File: src/rtl/hex_data_rx.sv
// UART 8N1 receiver that parses lines of ASCII hex digits into 32-bit words on a valid/ready port.
// Optional stop-bit framing check: define HEX_DATA_RX_STOPCHK_EN.
module hex_data_rx #(
  parameter int unsigned UART_SETUP = 217
) (
  input  logic        i_clk,
  input  logic        i_reset_n,
  input  logic        i_uart_rx,
  input  logic        i_ready,
  output logic        o_valid,
  output logic [31:0] o_data,
  output logic        o_err,
  output logic        o_overrun
);

  localparam int unsigned CW = $clog2(UART_SETUP);
  localparam logic [CW-1:0] FULL_CNT = CW'(UART_SETUP - 1);
  localparam logic [CW-1:0] HALF_CNT = CW'(UART_SETUP / 2 - 1);

  typedef enum logic [1:0] {RX_IDLE, RX_START, RX_DATA, RX_STOP} rx_state_t;
  typedef enum logic [1:0] {P_EMPTY, P_DIGITS, P_DISCARD} p_state_t;

  logic          rx_meta, rx_s;
  rx_state_t     rx_state;
  logic [CW-1:0] baud_cnt;
  logic [2:0]    bit_idx;
  logic [7:0]    shreg;
  logic          byte_stb;
  logic          frame_err;
  logic          start_ok;

  p_state_t      p_state;
  logic [31:0]   acc;
  logic [3:0]    dcnt;
  logic          is_hex, is_eol, is_ws, word_done;
  logic [3:0]    nibble;

  always_ff @(posedge i_clk) begin
    if (!i_reset_n) begin
      rx_meta <= 1'b1;
      rx_s    <= 1'b1;
    end else begin
      rx_meta <= i_uart_rx;
      rx_s    <= rx_meta;
    end
  end

`ifdef HEX_DATA_RX_STOPCHK_EN
  // After a framing error the line must return high before a new start bit is armed.
  logic rx_armed;
  assign start_ok = rx_armed & ~rx_s;
`else
  assign start_ok  = ~rx_s;
  assign frame_err = 1'b0;
`endif

  always_ff @(posedge i_clk) begin
    if (!i_reset_n) begin
      rx_state  <= RX_IDLE;
      baud_cnt  <= '0;
      bit_idx   <= '0;
      shreg     <= '0;
      byte_stb  <= 1'b0;
`ifdef HEX_DATA_RX_STOPCHK_EN
      frame_err <= 1'b0;
      rx_armed  <= 1'b1;
`endif
    end else begin
      byte_stb  <= 1'b0;
`ifdef HEX_DATA_RX_STOPCHK_EN
      frame_err <= 1'b0;
`endif
      case (rx_state)
        RX_IDLE: begin
`ifdef HEX_DATA_RX_STOPCHK_EN
          if (rx_s) rx_armed <= 1'b1;
`endif
          if (start_ok) begin
            rx_state <= RX_START;
            baud_cnt <= HALF_CNT;
          end
        end
        RX_START: begin
          if (baud_cnt == '0) begin
            if (!rx_s) begin
              rx_state <= RX_DATA;
              baud_cnt <= FULL_CNT;
              bit_idx  <= '0;
            end else begin
              rx_state <= RX_IDLE;
            end
          end else begin
            baud_cnt <= baud_cnt - CW'(1);
          end
        end
        RX_DATA: begin
          if (baud_cnt == '0) begin
            shreg    <= {rx_s, shreg[7:1]};
            baud_cnt <= FULL_CNT;
            if (bit_idx == 3'd7) rx_state <= RX_STOP;
            else                 bit_idx  <= bit_idx + 3'd1;
          end else begin
            baud_cnt <= baud_cnt - CW'(1);
          end
        end
        RX_STOP: begin
          if (baud_cnt == '0) begin
            rx_state <= RX_IDLE;
`ifdef HEX_DATA_RX_STOPCHK_EN
            if (rx_s) begin
              byte_stb <= 1'b1;
            end else begin
              frame_err <= 1'b1;
              rx_armed  <= 1'b0;
            end
`else
            byte_stb <= 1'b1;
`endif
          end else begin
            baud_cnt <= baud_cnt - CW'(1);
          end
        end
        default: rx_state <= RX_IDLE;
      endcase
    end
  end

  always_comb begin
    is_hex = 1'b1;
    nibble = '0;
    if (shreg >= 8'h30 && shreg <= 8'h39)
      nibble = shreg[3:0];
    else if ((shreg >= 8'h41 && shreg <= 8'h46) || (shreg >= 8'h61 && shreg <= 8'h66))
      nibble = shreg[3:0] + 4'd9;
    else
      is_hex = 1'b0;
  end

  assign is_eol    = (shreg == 8'h0A) || (shreg == 8'h0D);
  assign is_ws     = (shreg == 8'h20) || (shreg == 8'h09);
  assign word_done = byte_stb && is_eol && (p_state == P_DIGITS);

  always_ff @(posedge i_clk) begin
    if (!i_reset_n) begin
      p_state   <= P_EMPTY;
      acc       <= '0;
      dcnt      <= '0;
      o_valid   <= 1'b0;
      o_data    <= '0;
      o_err     <= 1'b0;
      o_overrun <= 1'b0;
    end else begin
      o_err     <= 1'b0;
      o_overrun <= 1'b0;

      // A completed word may replace one being accepted in the same cycle.
      if (word_done) begin
        if (!o_valid || i_ready) begin
          o_data  <= acc;
          o_valid <= 1'b1;
        end else begin
          o_overrun <= 1'b1;
        end
      end else if (o_valid && i_ready) begin
        o_valid <= 1'b0;
      end

      if (frame_err) begin
        o_err   <= 1'b1;
        p_state <= P_DISCARD;
      end else if (byte_stb) begin
        case (p_state)
          P_EMPTY, P_DIGITS: begin
            if (is_hex) begin
              if (dcnt == 4'd8) begin
                o_err   <= 1'b1;
                p_state <= P_DISCARD;
              end else begin
                acc     <= {acc[27:0], nibble};
                dcnt    <= dcnt + 4'd1;
                p_state <= P_DIGITS;
              end
            end else if (is_eol) begin
              acc     <= '0;
              dcnt    <= '0;
              p_state <= P_EMPTY;
            end else if (!(is_ws && p_state == P_EMPTY)) begin
              o_err   <= 1'b1;
              p_state <= P_DISCARD;
            end
          end
          P_DISCARD: begin
            if (is_eol) begin
              acc     <= '0;
              dcnt    <= '0;
              p_state <= P_EMPTY;
            end
          end
          default: p_state <= P_EMPTY;
        endcase
      end
    end
  end

endmodule

File: config.mk
export PLATFORM = sky130hd
export DESIGN_NAME = hex_data_rx
export DESIGN_NICKNAME = d
export VERILOG_FILES = /design/src/rtl/hex_data_rx.sv
export SDC_FILE = /design/constraint.sdc
export NUM_CORES = 1
export LEC_CHECK = 0
export ABC_AREA = 1
export BUFFER_PORTS_ARGS = -buffer_cell sky130_fd_sc_hd__buf_2
export CAP_MARGIN = 25
export CORE_UTILIZATION = 30
export CTS_BUF_LIST = sky130_fd_sc_hd__clkbuf_4 sky130_fd_sc_hd__clkbuf_8 sky130_fd_sc_hd__clkbuf_16
export CTS_CLUSTER_DIAMETER = 80
export DETAILED_ROUTE_END_ITERATION = 12
export PLACE_DENSITY = 0.58
export SETUP_SLACK_MARGIN = 0.2
export SLEW_MARGIN = 10
export SYNTH_ARGS = -nofsm -noshare
export SYNTH_HDL_FRONTEND = slang
export SYNTH_SLANG_ARGS = --single-unit
File: constraint.sdc
create_clock -name i_clk -period 1.96 [get_ports i_clk]
set_input_delay 0.392 -clock i_clk [delete_from_list [all_inputs] [get_ports i_clk]]
set_output_delay 0.392 -clock i_clk [all_outputs]
set_load 0.02 [all_outputs]
==> results of run 1 <==
worst register-to-register path, stage by stage (launching register included):
cell       delay, ns
dfxtp_4         0.38
inv_4           0.08
ha_4            0.13
nand2_2         0.05
nand2_2         0.09
nand3_4         0.12
nor4_4          0.30
buf_6           0.19
clkbuf_16       0.17
o21ai_1         0.06
a21oi_1         0.15
flip-flops by register name (all words and copies together), names as in the netlist, 2 cells and up, named ones only:
signal / flops
acc: 32
o_data: 32
baud_cnt: 8
shreg: 8
dcnt: 4
bit_idx: 3
p_state: 2
synthesized netlist by cell type (2+ instances only):
cell type  number  share of area [%]
dfxtp_1        97                 45
nand2_1        93                8.2
a21oi_1        90                 11
inv_1          75                6.6
nand3_1        53                6.2
o21ai_0        52                6.1
nor2_1         34                3.0
ha_1           14                4.1
buf_2          10                1.2
clkbuf_1       10               0.88
nor3_1          8               0.94
buf_6           4                1.1
inv_2           4               0.35
nand2_4         4                1.1
nand4_1         4               0.59
buf_4           3               0.53
nand2_2         3               0.44
xor2_1          3               0.61
nand3_2         2               0.47
or2_2           2               0.29
power groups by stage:
stage / Combinational (mW) / Sequential (mW) / Clock, mW
after floorplan: 0.316 / 2.08 / 0
after global placement: 0.385 / 2.09 / 0
after detailed placement: 0.397 / 2.09 / 0
after CTS: 0.412 / 2.04 / 1.79
after global routing: 0.578 / 2.05 / 1.87
final: 0.508 / 2.05 / 1.74
path summary, 6_finish.rpt:
check / endpoint / slack (ns) / from
max: o_data[30] / 0.19 / shreg[0]
min: rx_meta / 0.23 / i_uart_rx
max reg2reg: o_data[30] / 0.19 / shreg[0]
min reg2reg: rx_s / 0.42 / rx_meta
timing repair:
item,CTS,global route
setup buffers,2,12
cloned,2,10
gates resized for setup,13,96
pin swaps,2,30
setup endpoints to repair,51,91
endpoints found under the hold margin,0,0
cell families (layout without fill, tap and decap cells):
group / after synthesis / count (layout) / synth area share (%)
AND/OR/NAND/NOR: 207 / 213 / 22.2
AO/OA/AOI/OAI: 144 / 144 / 17.0
buffers and inverters: 107 / 168 / 10.7
flip-flops: 97 / 97 / 45.4
adder cells (fa/ha/maj): 14 / 14 / 4.10
XOR/XNOR: 3 / 3 / 0.615
placed cells by master (no fill, tap or decap), types with 4 or more instances in the layout:
cell and instances:
a21oi_1 78, a21oi_2 12, buf_12 4, buf_2 38, buf_4 19, buf_6 5, clkbuf_16 13, dfxtp_1 94
ha_1 9, inv_1 72, inv_2 4, nand2_1 86, nand2_2 7, nand2_4 4, nand2_8 9, nand3_1 49
nand3_2 5, nand4_1 4, nor2_1 27, nor2_2 4, nor3_1 7, o21ai_0 22, o21ai_1 27, o21ai_2 4
cell type report:
class | count | area share, %
clock inverters | 4 | 0.557
clock buffers | 12 | 4.75
multi-input cells | 374 | 39.8
flip-flops and latches | 97 | 34.7
inverters | 80 | 5.48
well taps | 180 | 4.01
repair buffers | 72 | 10.7
layer usage:
| layer | track usage (%) | routed length [um] | vias to the layer above |
|---|---|---|---|
| met5 | 0 | 0 | - |
| met4 | 4.40 | 213 | 0 |
| met3 | 3.48 | 425 | 13 |
| met2 | 23.8 | 5490 | 76 |
| met1 | 16.6 | 4860 | 1865 |
| li1 | - | - | 2003 |
stage by stage:
step	cell area [um2]	std cells	utilization [%]	hold slack (ns)	setup slack [ns]
floorplan	4280	572	-	0.393	0.312
global placement	4690	777	33.8	0.397	0.0699
detailed placement	4690	777	33.8	0.405	0.00767
CTS	5070	797	36.6	0.221	0.181
global route	5610	819	40.4	0.244	0.101
finish	5610	819	40.4	0.234	0.186
==> flow_summary.ini, run 1 <==
[critical_path]
required_ns = 2.23
path_depth = 10
setup.worst_path.start_class = flop
cpMostUsedCell = nand2_2
end_kind = flop
worstPathCellList = inv_4 -> ha_4 -> nand2_2 -> nand2_2 -> nand3_4 -> nor4_4 -> buf_6 -> clkbuf_16 -> o21ai_1 -> a21oi_1
rr_worst_depth = 10
crit_slowest_cell = dfxtp_4
path_delay_family = simple AND/OR/NAND/NOR gates
path_class = reg2reg
crit_path_max_fanout = 8
critPathBufInv = 3
slowest_delay_ns = 0.38
cp.arrival_ns = 2.05

[logic_synthesis]
synth_edf_count = 0
synth_flop_cell = dfxtp_1
async_flop_share_pct = 0
syn_inst = 572
ys_ff_latch = 97
syn_nets = 590
synth_area_um2 = 4280
yosysSeqAreaShare_pct = 45.4
synth.distinct_cells = 27
syn_avg_cell_area_um2 = 7.47
yosysWarnings = 0

[drt]
wl_um = 11000
ant_nets = 0
wire_per_inst_um = 13.4
vias = 3957
via_per_inst = 4.83
dr.first_iter.drc_count = 239
firstDrtPassIters = 4
drc = 0

[cts]
cts_tree = yes
clockBufferDepth = 2
clock_sinks = 97
ctsHoldBuffers = 0
htreeDepth = 3
clk_pin_slew_ns = 0.07
root_buffer = clkbuf_16
worstSkewPairLatency_ns = 0.35
cts_buffers = 9

[sta]
relSlewSlack_pct = 62.7
finalMaxSlewViolations = 0
setup-tns-final_ns = 0
hold_violations = 0
period_share_pct = 90.5
clock.fmax_ghz = 0.564
post-route-min-period_ns = 1.77
skew_ns = 0.00851
rsz0062_at_grt = true
setup_violations = 0
worst_pin_slew_ns = 0.558

[power_and_ir_drop]
p_clk_share_pct = 40.5
p_leak_nw = 2.23
power_mw = 4.29
switching_power_mw = 1.12
sw_frac_of_total_pct = 26.1
seq_power_share_pct = 47.6
p_int_mw = 3.17
irDropWorstVdd_v = 0.000570
pwr-share-comb_pct = 11.8
p_per_area_nw_per_um2 = 765

[global_routing]
grt_overflow = 0
grt_first_pass_wirelength_um = 16400
grt_max_degree = 39
antenna_found_initial = 0
grt_pass1_vias = 3627
grt_usage_pct = 13.8

[die]
num_rows = 43
initial_core_util_pct = 30.8
dieHeight_um = 121
design.core.area_um2 = 13900
die_w_um = 121
boundaryPins = 39
dieArea_um2 = 14700

[final_layout]
nNetsFinal = 652
fillers = 1371
syn_to_final_growth_pct = 31.3
n_antenna_cell = 0
drive_gt1_share_pct = 24.6
seqCellArea_um2 = 1950
multi_input_area_um2 = 2230

[hold_path]
hold_class = in2reg
min_path_cells = 2

[status]
status = complete, no violations

[placement]
gp_congestion = 0.843
numPortBuffers = 38
dp_hpwl_um = 6480

[flow_run]
maxCapViolCount = 0
(Power assumes the default switching activity.)
==> run 2, diff against run 1 <==
--- a/config.mk
+++ b/config.mk
@@ -13,7 +13,7 @@
 export CTS_CLUSTER_DIAMETER = 80
 export DETAILED_ROUTE_END_ITERATION = 12
 export PLACE_DENSITY = 0.58
-export SETUP_SLACK_MARGIN = 0.2
+export SETUP_SLACK_MARGIN = 0.4
 export SLEW_MARGIN = 10
 export SYNTH_ARGS = -nofsm -noshare
 export SYNTH_HDL_FRONTEND = slang
==> flow_summary.ini, run 2 (same netlist as run 1, synthesis figures left out) <==
[cts]
htreeDepth = 3
clock_sinks = 97
root_buffer = clkbuf_16
ctsHoldBuffers = 0
worstSkewPairLatency_ns = 0.34
cts_tree = yes
cts_buffers = 9
clockBufferDepth = 2
clk_pin_slew_ns = 0.07

[placement]
dp_hpwl_um = 6240
numPortBuffers = 38
dp_slack_ns = 0.127
gp_congestion = 0.822

[sta]
relSlewSlack_pct = 63.2
whs_ns = 0.241
period_share_pct = 88.2
worst_slack_ns = 0.231
worst_pin_slew_ns = 0.548
hold_violations = 0
clock.fmax_ghz = 0.578
post-route-min-period_ns = 1.73
finalMaxSlewViolations = 0
rsz0062_at_grt = true
skew_ns = 0.00783
setup_violations = 0
setup-tns-final_ns = 0

[die]
design.core.area_um2 = 13900
boundaryPins = 39
num_rows = 43
dieHeight_um = 121
dieArea_um2 = 14700
initial_core_util_pct = 30.8
die_w_um = 121

[drt]
drc = 0
vias = 3978
ant_nets = 0
wl_um = 11500
wire_per_inst_um = 14.0
via_per_inst = 4.85
dr.first_iter.drc_count = 198
firstDrtPassIters = 4

[global_routing]
grt_overflow = 0
grt_first_pass_wirelength_um = 17800
grt_max_degree = 53
antenna_found_initial = 0
grt_usage_pct = 15.2
grt_pass1_vias = 3729

[critical_path]
critPathBufInv = 2
end_kind = flop
path_class = reg2reg
required_ns = 2.24
worstPathCellList = inv_4 -> ha_4 -> nand3b_1 -> nand3_2 -> nand2_4 -> nand2_4 -> nand2_4 -> nand2_8 -> buf_12 -> nand2_8 -> nand2_1 -> a21oi_1
crit_slowest_cell = dfxtp_4
setup.worst_path.start_class = flop
cpMostUsedCell = nand2_4
path_delay_family = simple AND/OR/NAND/NOR gates
crit_path_max_fanout = 8
cp.arrival_ns = 2.01
slowest_delay_ns = 0.37

[flow_run]
maxCapViolCount = 0

[power_and_ir_drop]
p_per_area_nw_per_um2 = 760
p_leak_nw = 2.27
irDropWorstVdd_v = 0.000485

[final_layout]
drive_gt1_share_pct = 31.5
final_core_util_pct = 41.9
n_antenna_cell = 0
syn_to_final_growth_pct = 35.9
layout_common_cells = dfxtp_1, nand2_1, a21oi_1, inv_1, nand3_1
final_common_cell = dfxtp_1
largestRegisters = acc x32, o_data x32
nNetsFinal = 655

[hold_path]
hold_class = in2reg

[status]
status = complete, no violations
[run 2: worst reg2reg max path: stages, from the launching register on]
cell,delay [ns]
dfxtp_4,0.37
inv_4,0.08
ha_4,0.16
nand3b_1,0.12
nand3_2,0.11
nand2_4,0.11
nand2_4,0.06
nand2_4,0.11
nand2_8,0.10
buf_12,0.16
nand2_8,0.10
nand2_1,0.07
a21oi_1,0.12
[run 2: per-layer routing]
metal | global-route usage (%) | share of wire, %
met1 | 19.4 | 45
met2 | 26.1 | 51
met3 | 3.52 | 4.2
met4 | 3.16 | 0.47
met5 | 0 | 0
[run 2: final timing paths]
kind,startpoint,to,slack [ns],cells after the start
worst max-delay path,shreg[1],acc[11],0.23,12
worst min-delay path,i_uart_rx,rx_meta,0.24,2
worst max register to register,shreg[1],acc[11],0.23,12
worst min register to register,rx_meta,rx_s,0.41,1
[run 2: layout make-up]
class / instances / area [um2]
sequential: 97 / 1960
clock inverter: 4 / 36.3
tap: 180 / 225
fill: 1374 / 8070
timing repair buffer: 77 / 682
clock buffer: 11 / 246
inverter: 80 / 315
multi-input combinational: 372 / 2350
[run 2: repair_timing]
item | CTS | global route
gates resized for setup | 61 | 77
pin swaps | 10 | 13
buffers inserted | 16 | 9
setup endpoints to repair | 92 | 92
gates cloned | 6 | 5
[run 2: report_power, final]
part	leakage, nW	internal (mW)	total [mW]	switching [mW]
Sequential	0.787	2.01	2.05	0.0348
Clock	0.138	0.921	1.69	0.771
Combinational	1.35	0.271	0.677	0.406
[run 2: metrics by stage]
stage | cell area (um2) | power, mW | std cells
after floorplan | 4300 | 2.40 | 572
after global placement | 4670 | 2.48 | 770
after detailed placement | 4670 | 2.49 | 770
after CTS | 5400 | 4.31 | 807
after global routing | 5810 | 4.62 | 821
final | 5810 | 4.42 | 821
